`src/rtl/gauss_pair_mult.sv`:
```
// gauss_pair_mult
// Final stage of a Box-Muller Gaussian generator. It multiplies the
// radius term f (Q4.12) by sin and by cos (Q0.16 magnitudes plus quadrant
// signs) and produces a pair of two's-complement Q4.11 samples.
//
// The upstream stages report completion with level-sticky done flags. Each
// flag is edge-detected. The operands are buffered in one pending slot per
// source, so a new pair can be collected while the previous pair waits on
// downstream backpressure.
//
// Output handshake (valid/ready):
//   out_valid rises together with the new gauss_x0/gauss_x1 values. While
//   out_valid=1, the data and out_valid stay stable until out_ready=1 is
//   seen on a rising edge. That edge is the transfer: out_valid drops,
//   sample_count increments and the block returns to IDLE. out_valid never
//   depends combinationally on out_ready.

module gauss_pair_mult #(
    parameter int ROUND_EN = 1
) (
    input  logic        clk,
    input  logic        reset,
    input  logic        enable,
    input  logic        sinAndCos_Done,
    input  logic [15:0] input_sin,
    input  logic [15:0] input_cos,
    input  logic        sin_neg,
    input  logic        cos_neg,
    input  logic        f_Done,
    input  logic [15:0] input_f,
    input  logic        out_ready,
    output logic        out_valid,
    output logic [15:0] gauss_x0,
    output logic [15:0] gauss_x1,
    output logic        busy,
    output logic [15:0] sample_count,
    output logic        drop_err,
    output logic [1:0]  state_dbg
);

    typedef enum logic [1:0] {
        S_IDLE = 2'd0,
        S_MUL  = 2'd1,
        S_RND  = 2'd2,
        S_OUT  = 2'd3
    } state_t;

    state_t state;

    // Edge history is stored as "armed" bits: armed = the done input was low
    // on the previous cycle. Reset clears them. A done input that is already
    // high when reset is released therefore cannot look like a fresh edge. It
    // must fall and rise again.
    logic sc_armed;
    logic f_armed;

    // Pending operand slots, filled on done edges.
    logic        flag_sc;
    logic        flag_f;
    logic [15:0] op_sin;
    logic [15:0] op_cos;
    logic        op_sneg;
    logic        op_cneg;
    logic [15:0] op_f;

    // Working copies. These are frozen for the duration of one pair.
    logic [15:0] w_sin;
    logic [15:0] w_cos;
    logic        w_sneg;
    logic        w_cneg;
    logic [15:0] w_f;

    // Q4.28 products.
    logic [31:0] p0;
    logic [31:0] p1;

    // Control decode
    logic sc_edge;
    logic f_edge;
    logic start;
    logic sc_load;
    logic f_load;
    logic sc_drop;
    logic f_drop;
    logic handshake;

    // Rounding / sign datapath
    logic        rnd0;
    logic        rnd1;
    logic [15:0] m0;
    logic [15:0] m1;
    logic [15:0] x0_val;
    logic [15:0] x1_val;

    // Decode done edges and decide whether each edge is loaded or dropped.
    always_comb begin
        sc_edge   = sinAndCos_Done & sc_armed;
        f_edge    = f_Done & f_armed;
        start     = (state == S_IDLE) & flag_sc & flag_f;
        // A slot that is being emptied by start can accept a new operand on
        // the same edge. The old value moves to the working registers.
        sc_load   = sc_edge & enable & (~flag_sc | start);
        f_load    = f_edge  & enable & (~flag_f  | start);
        sc_drop   = sc_edge & enable & flag_sc & ~start;
        f_drop    = f_edge  & enable & flag_f  & ~start;
        handshake = (state == S_OUT) & out_valid & out_ready;
    end

    // Magnitude with optional round-half-up, then apply the sign.
    // The largest product 0xFFFE0001 gives m = 0x7FFF, so no saturation is needed.
    // Negating 0 yields 0, so -0 is never emitted.
    always_comb begin
        rnd0   = (ROUND_EN != 0) & p0[16];
        rnd1   = (ROUND_EN != 0) & p1[16];
        m0     = {1'b0, p0[31:17]} + {15'd0, rnd0};
        m1     = {1'b0, p1[31:17]} + {15'd0, rnd1};
        x0_val = w_sneg ? (16'd0 - m0) : m0;
        x1_val = w_cneg ? (16'd0 - m1) : m1;
    end

    // Track each done input's previous level. This keeps updating even with enable=0.
    always_ff @(posedge clk or negedge reset) begin
        if (!reset) begin
            sc_armed <= 1'b0;
            f_armed  <= 1'b0;
        end else begin
            sc_armed <= ~sinAndCos_Done;
            f_armed  <= ~f_Done;
        end
    end

    // Pending operand slots, their flags and the sticky drop error.
    always_ff @(posedge clk or negedge reset) begin
        if (!reset) begin
            flag_sc  <= 1'b0;
            flag_f   <= 1'b0;
            op_sin   <= 16'd0;
            op_cos   <= 16'd0;
            op_sneg  <= 1'b0;
            op_cneg  <= 1'b0;
            op_f     <= 16'd0;
            drop_err <= 1'b0;
        end else begin
            if (sc_load) begin
                flag_sc <= 1'b1;
                op_sin  <= input_sin;
                op_cos  <= input_cos;
                op_sneg <= sin_neg;
                op_cneg <= cos_neg;
            end else if (start) begin
                flag_sc <= 1'b0;
            end

            if (f_load) begin
                flag_f <= 1'b1;
                op_f   <= input_f;
            end else if (start) begin
                flag_f <= 1'b0;
            end

            if (sc_drop || f_drop) begin
                drop_err <= 1'b1;
            end
        end
    end

    // Main sequencer: IDLE -> MUL -> RND -> OUT -> IDLE, with registered outputs.
    always_ff @(posedge clk or negedge reset) begin
        if (!reset) begin
            state        <= S_IDLE;
            busy         <= 1'b0;
            w_sin        <= 16'd0;
            w_cos        <= 16'd0;
            w_sneg       <= 1'b0;
            w_cneg       <= 1'b0;
            w_f          <= 16'd0;
            p0           <= 32'd0;
            p1           <= 32'd0;
            out_valid    <= 1'b0;
            gauss_x0     <= 16'd0;
            gauss_x1     <= 16'd0;
            sample_count <= 16'd0;
        end else begin
            case (state)
                S_IDLE: begin
                    if (start) begin
                        w_sin  <= op_sin;
                        w_cos  <= op_cos;
                        w_sneg <= op_sneg;
                        w_cneg <= op_cneg;
                        w_f    <= op_f;
                        busy   <= 1'b1;
                        state  <= S_MUL;
                    end
                end
                S_MUL: begin
                    p0    <= 32'(w_f) * 32'(w_sin);
                    p1    <= 32'(w_f) * 32'(w_cos);
                    state <= S_RND;
                end
                S_RND: begin
                    gauss_x0  <= x0_val;
                    gauss_x1  <= x1_val;
                    out_valid <= 1'b1;
                    state     <= S_OUT;
                end
                S_OUT: begin
                    if (handshake) begin
                        out_valid    <= 1'b0;
                        sample_count <= sample_count + 16'd1;
                        busy         <= 1'b0;
                        state        <= S_IDLE;
                    end
                end
                default: begin
                    busy      <= 1'b0;
                    out_valid <= 1'b0;
                    state     <= S_IDLE;
                end
            endcase
        end
    end

    assign state_dbg = state;

endmodule
```
`config.mk`:
```
export PLATFORM = sky130hd
export DESIGN_NAME = gauss_pair_mult
export DESIGN_NICKNAME = d
export VERILOG_FILES = /design/src/rtl/gauss_pair_mult.sv
export SDC_FILE = /design/constraint.sdc
export NUM_CORES = 1
export LEC_CHECK = 0
export BUFFER_PORTS_ARGS = -buffer_cell sky130_fd_sc_hd__buf_2
export CAP_MARGIN = 5
export CORE_MARGIN = 3
export CORE_UTILIZATION = 55
export CTS_CLUSTER_DIAMETER = 100
export DETAILED_ROUTE_END_ITERATION = 16
export GPL_TIMING_DRIVEN = 0
export PLACE_DENSITY = 0.72
export SLEW_MARGIN = 10
export SYNTH_ARGS = -nofsm -noshare
export SYNTH_HDL_FRONTEND = slang
export SYNTH_SLANG_ARGS = --single-unit
```
`constraint.sdc`:
```
create_clock -name clk -period 6.85 [get_ports clk]
set_input_delay 0.685 -clock clk [delete_from_list [all_inputs] [get_ports clk]]
set_output_delay 0.685 -clock clk [all_outputs]
set_load 0.02 [all_outputs]
```
---- Word-level counts from Yosys, hierarchy flattened ----
Cells that the tools add are included.
word-level totals
  flip-flop bits (word level) ............. 221
  output and inout bits ................... 53
  word-level logic and storage cells ...... 79
  bits of input ports ..................... 56
cells by class
  add/sub/neg operators ................... 5
  bitwise operators ....................... 21
  equal/unequal tests ..................... 5
  multipliers ............................. 2
  muxes and demuxes ....................... 12
  reductions and logical operators ........ 11
operators with widths
  cell                     number
  $mul A16 B16 Y32         2
  $add A15 B1 Y16          2
  $mux W16                 2
  $sub A1 B16 Y16 const A  2
  $add A16 B1 Y16 const B  1
  $and A1 B1 Y1            14
  $pmux W2 S4              1
  $reduce_and A2 Y1        4
  $reduce_bool A2 Y1       4
  $mux W1                  5
  $not A1 Y1               5
  $eq A2 B2 Y1 const B     2
  $mux W2                  2
  $ne A2 B2 Y1 const B     2
  $pmux W1 S2              2
  $reduce_and A3 Y1        1
  $eq A2 B1 Y1 const B     1
  $logic_not A2 Y1         1
  $or A1 B1 Y1             2
  $logic_or A1 B1 Y1       1

---- Depth between registers and ports, before layout ----
  depth after elaboration ................. 6
  depth in mapped cells ................... 23
  mapped depth without buffers ............ 22

---- Worst setup path after synthesis ----
No wires, ideal clock.
  path kind ............................... flip-flop to flip-flop
  start point ............................. register w_sin[9]
  end point ............................... register p0[26]
  path slack .............................. 722 ps
  library setup time ...................... 125 ps
  clock period less this slack ............ 6128 ps
  arrival ................................. 6004 ps
  stages on the path, launching flop included .. 24
  path buffers ............................ 2
  required time ........................... 6725 ps
  path through ............................ dfrtp_1 clkbuf_1 clkbuf_1 nand2_1 fa_1 inv_1 fa_1 inv_1 fa_1 inv_1 fa_1 fa_1 inv_1 fa_1 inv_1 ha_1 and3_1 nand3_1 or4b_1 and3_1 a21oi_1 a31oi_1 xnor2_1 mux2_2
on the way
  word-level cells in the longest chain between the ends .. 1
ends and longest elaborated chain
  element                   line  source
  start: declaration        67    logic [15:0] w_sin;
  start signal: assignment  187   w_sin <= op_sin;
  $mul A16 B16 Y32          197   p0 <= 32'(w_f) * 32'(w_sin);
  end signal: assignment    197
  end: declaration          74    logic [31:0] p0;
No other way between the ends.
A chain may end at the register's enable or synchronous reset.

---- Final worst setup path ----
  start point ............................. register w_f[3]
  end point ............................... register p0[31]
on the way
  word-level cells in the longest chain between the ends .. 1
ends and longest elaborated chain
  element                   line  source
  start: declaration        71    logic [15:0] w_f;
  start signal: assignment  191   w_f <= op_f;
  $mul A16 B16 Y32          197
No other way between the ends.

==> qor.yml <==
cp.depth: 19
status: "finished clean"
path_clk_slew_ps: 80
worstRegToRegCells: 19
grt_start_max_net_pins: 114
met3_usage_pct: 5.23
period_needed_ps: 6650
grt_pass1_wl_mm: 102
crit_path_end: "p0[31]"
ys_seq_elements: 189
ys_seq_area_share_pct: 19.0
synth_top_area_share_pct: 31.0
drt_iter0_drc: 1200
first_global_vias: 19700
gr-usage-met2_pct: 45.7
netlist_area_um2: 24900
synth.largest_area_cell: "fa_1"
required_ps: 7200
dp_slack_ps: -450
clock-sinks: 189
ys.flop_type: "dfrtp_1"
io_pins: 109
die_w_um: 219
syn2layout_area_growth_pct: 8.50
grt_usage_pct: 27.6
clockBufferDepth: 2
synthArstFlopShare_pct: 100
syn_nets: 3205
drv_slew: 0
cp_num_buf_inv: 3
finalHoldViolations: 0
final.fill_count: 3778
tritoncts: "done"
end_kind: "register"
crit_family: "adder cells"
fp.dieH_um: 219
slew_headroom_pct: 15.0
path_max_fanout: 10
reg2reg_from: "w_f[3]"
period_share_pct: 97.0
route.antenna.remaining_nets: 0
place.gp.congestion: 0.979
netlist_top_cells_area: "fa_1 31%, dfrtp_1 19%, ha_1 11%, inv_1 7.0%, mux2_2 6.6%"
drc: 0
drv_cap: 0
antenna_found_initial: 3
finalClockSkew_ps: 17.8
vias: 18300
start_kind: "register"
cts_made_buffers: 17
rsz0062_at_grt: "false"
initial_core_util_pct: 56.0
synth.avg_cell_area_um2: 9.77
hp-class: "input pin to asynchronous set/reset pin"
reg2reg_to: "p0[31]"
busiest_layer: "met2"
reg2reg_setup_slack_ps: 200
dieArea_um2: 47900
cp_slowest_stage_delay_ps: 540
layout_commonest_cell: "inv_1"
cp_common_cell: "fa_1"
dp_hpwl_mm: 50.9
setup_tns_ps: 0
drt_pass1_iterations: 5
rows: 77
wl_mm: 62.7
core_um2: 44500
fmax_ghz: 0.150
layout_setup_ws_ps: 204
use_met1_pct: 35.1
wl_per_cell_um: 19.1
synth.distinct_cells: 76
root_buffer: "clkbuf_16"
clk_latency_ps: 480
h-tree-depth: 4
synth-edff-count: 0
final_layout_size_suffix_gt1_share_pct: 15.2
grt_overflow: 0
crit_path_cell_trace: "clkbuf_1 > and2_1 > fa_1 > fa_1 > fa_1 > fa_1 > fa_1 > inv_1 > fa_1 > inv_1 > ha_1 > and3_4 > nand3_1 > or4b_1 > and3_2 > a211o_1 > a31oi_4 > mux2i_1 > nand3_1"
crit_type: "register to register"
port_buffers: 108
layout.nets: 3333
startpoint: "w_f[3]"
worst_pin_slew_ps: 1280
synth_cells: 2550
setup_viol: 0
synth_warnings: 0
worstPathArrival_ps: 6990
viasPerCell: 5.57
crit_slowest_cell: "fa_1"
final_cell_mix: "467 x inv_1, 386 x fa_1, 332 x nand2_1"
[per-stage QoR]
step	std cells	cell area [um2]	hold slack, ps	utilization, %
5_1_grt	3283	27000	170	60.7
6_report	3285	27000	145	60.7
3_3_place_gp	3250	26200	455	58.9
4_1_cts	3281	26900	167	60.4
3_5_place_dp	3251	26200	460	58.9
2_1_floorplan	2550	24900	389	-
[cell type report]
class | instances | area (um2) | area share, %
buffer | 114 | 607 | 2.24
multi-input combinational | 1777 | 18000 | 66.6
clock buffer | 19 | 443 | 1.64
inverter | 467 | 1750 | 6.48
clock inverter | 13 | 128 | 0.472
timing repair buffer | 112 | 601 | 2.22
tap | 592 | 741 | 2.74
sequential | 189 | 4750 | 17.6
antenna | 2 | 5.00 | 0.0185
[timing repair]
item / CTS / global route
gates cloned: 0 / 0
hold buffers: 0 / 0
gates resized for setup: 49 / 133
endpoints found under the setup margin: 20 / 18
setup buffers: 0 / 3
[how the worst min path moves through the flow]
stage / start / slack, ps / depth (start not counted) / end
final: reset / 140 / 1 / sample_count[5]
after global routing: reset / 170 / 1 / state_dbg[0]
after CTS: reset / 170 / 1 / sample_count[5]
after detailed placement: sample_count[15] / 460 / 1 / sample_count[15]
after global placement: drop_err / 450 / 1 / drop_err
after floorplan: reset / 390 / 0 / busy
[cells in the mapped netlist (all sizes together), types with 32 or more instances]
master	n
a21oi	45
and2	241
clkbuf	108
dfrtp	189
fa	386
ha	213
inv	467
mux2	148
nand2	332
nand3	32
nor2	39
xnor2	77
[routing by layer]
metal | wire length (um) | part of all wire [%] | vias to the layer above
met1 | 25200 | 40 | 9259
met2 | 30200 | 48 | 663
met4 | 3150 | 5.0 | 0
met3 | 4190 | 6.7 | 171
met5 | 0 | 0 | -
li1 | - | - | 8206
[kinds of logic (layout without fill, tap and decap cells)]
family                   after synthesis  in the layout  share of synthesized area [%]
AND/OR/NAND/NOR                      738            738                           14.9
buffers and inverters                584            725                           8.94
flip-flops                           189            189                           19.0
multiplexers                         154            154                           6.94
AO/OA/AOI/OAI                        184            184                           4.98
XOR/XNOR                             102            102                           3.59
adder cells (fa/ha/maj)              599            599                           41.7
other                                  0              2                              0
Power is left out: the tool's default activity adds up to more than one toggle a clock period on the data nets, which glitch-free logic cannot reach.
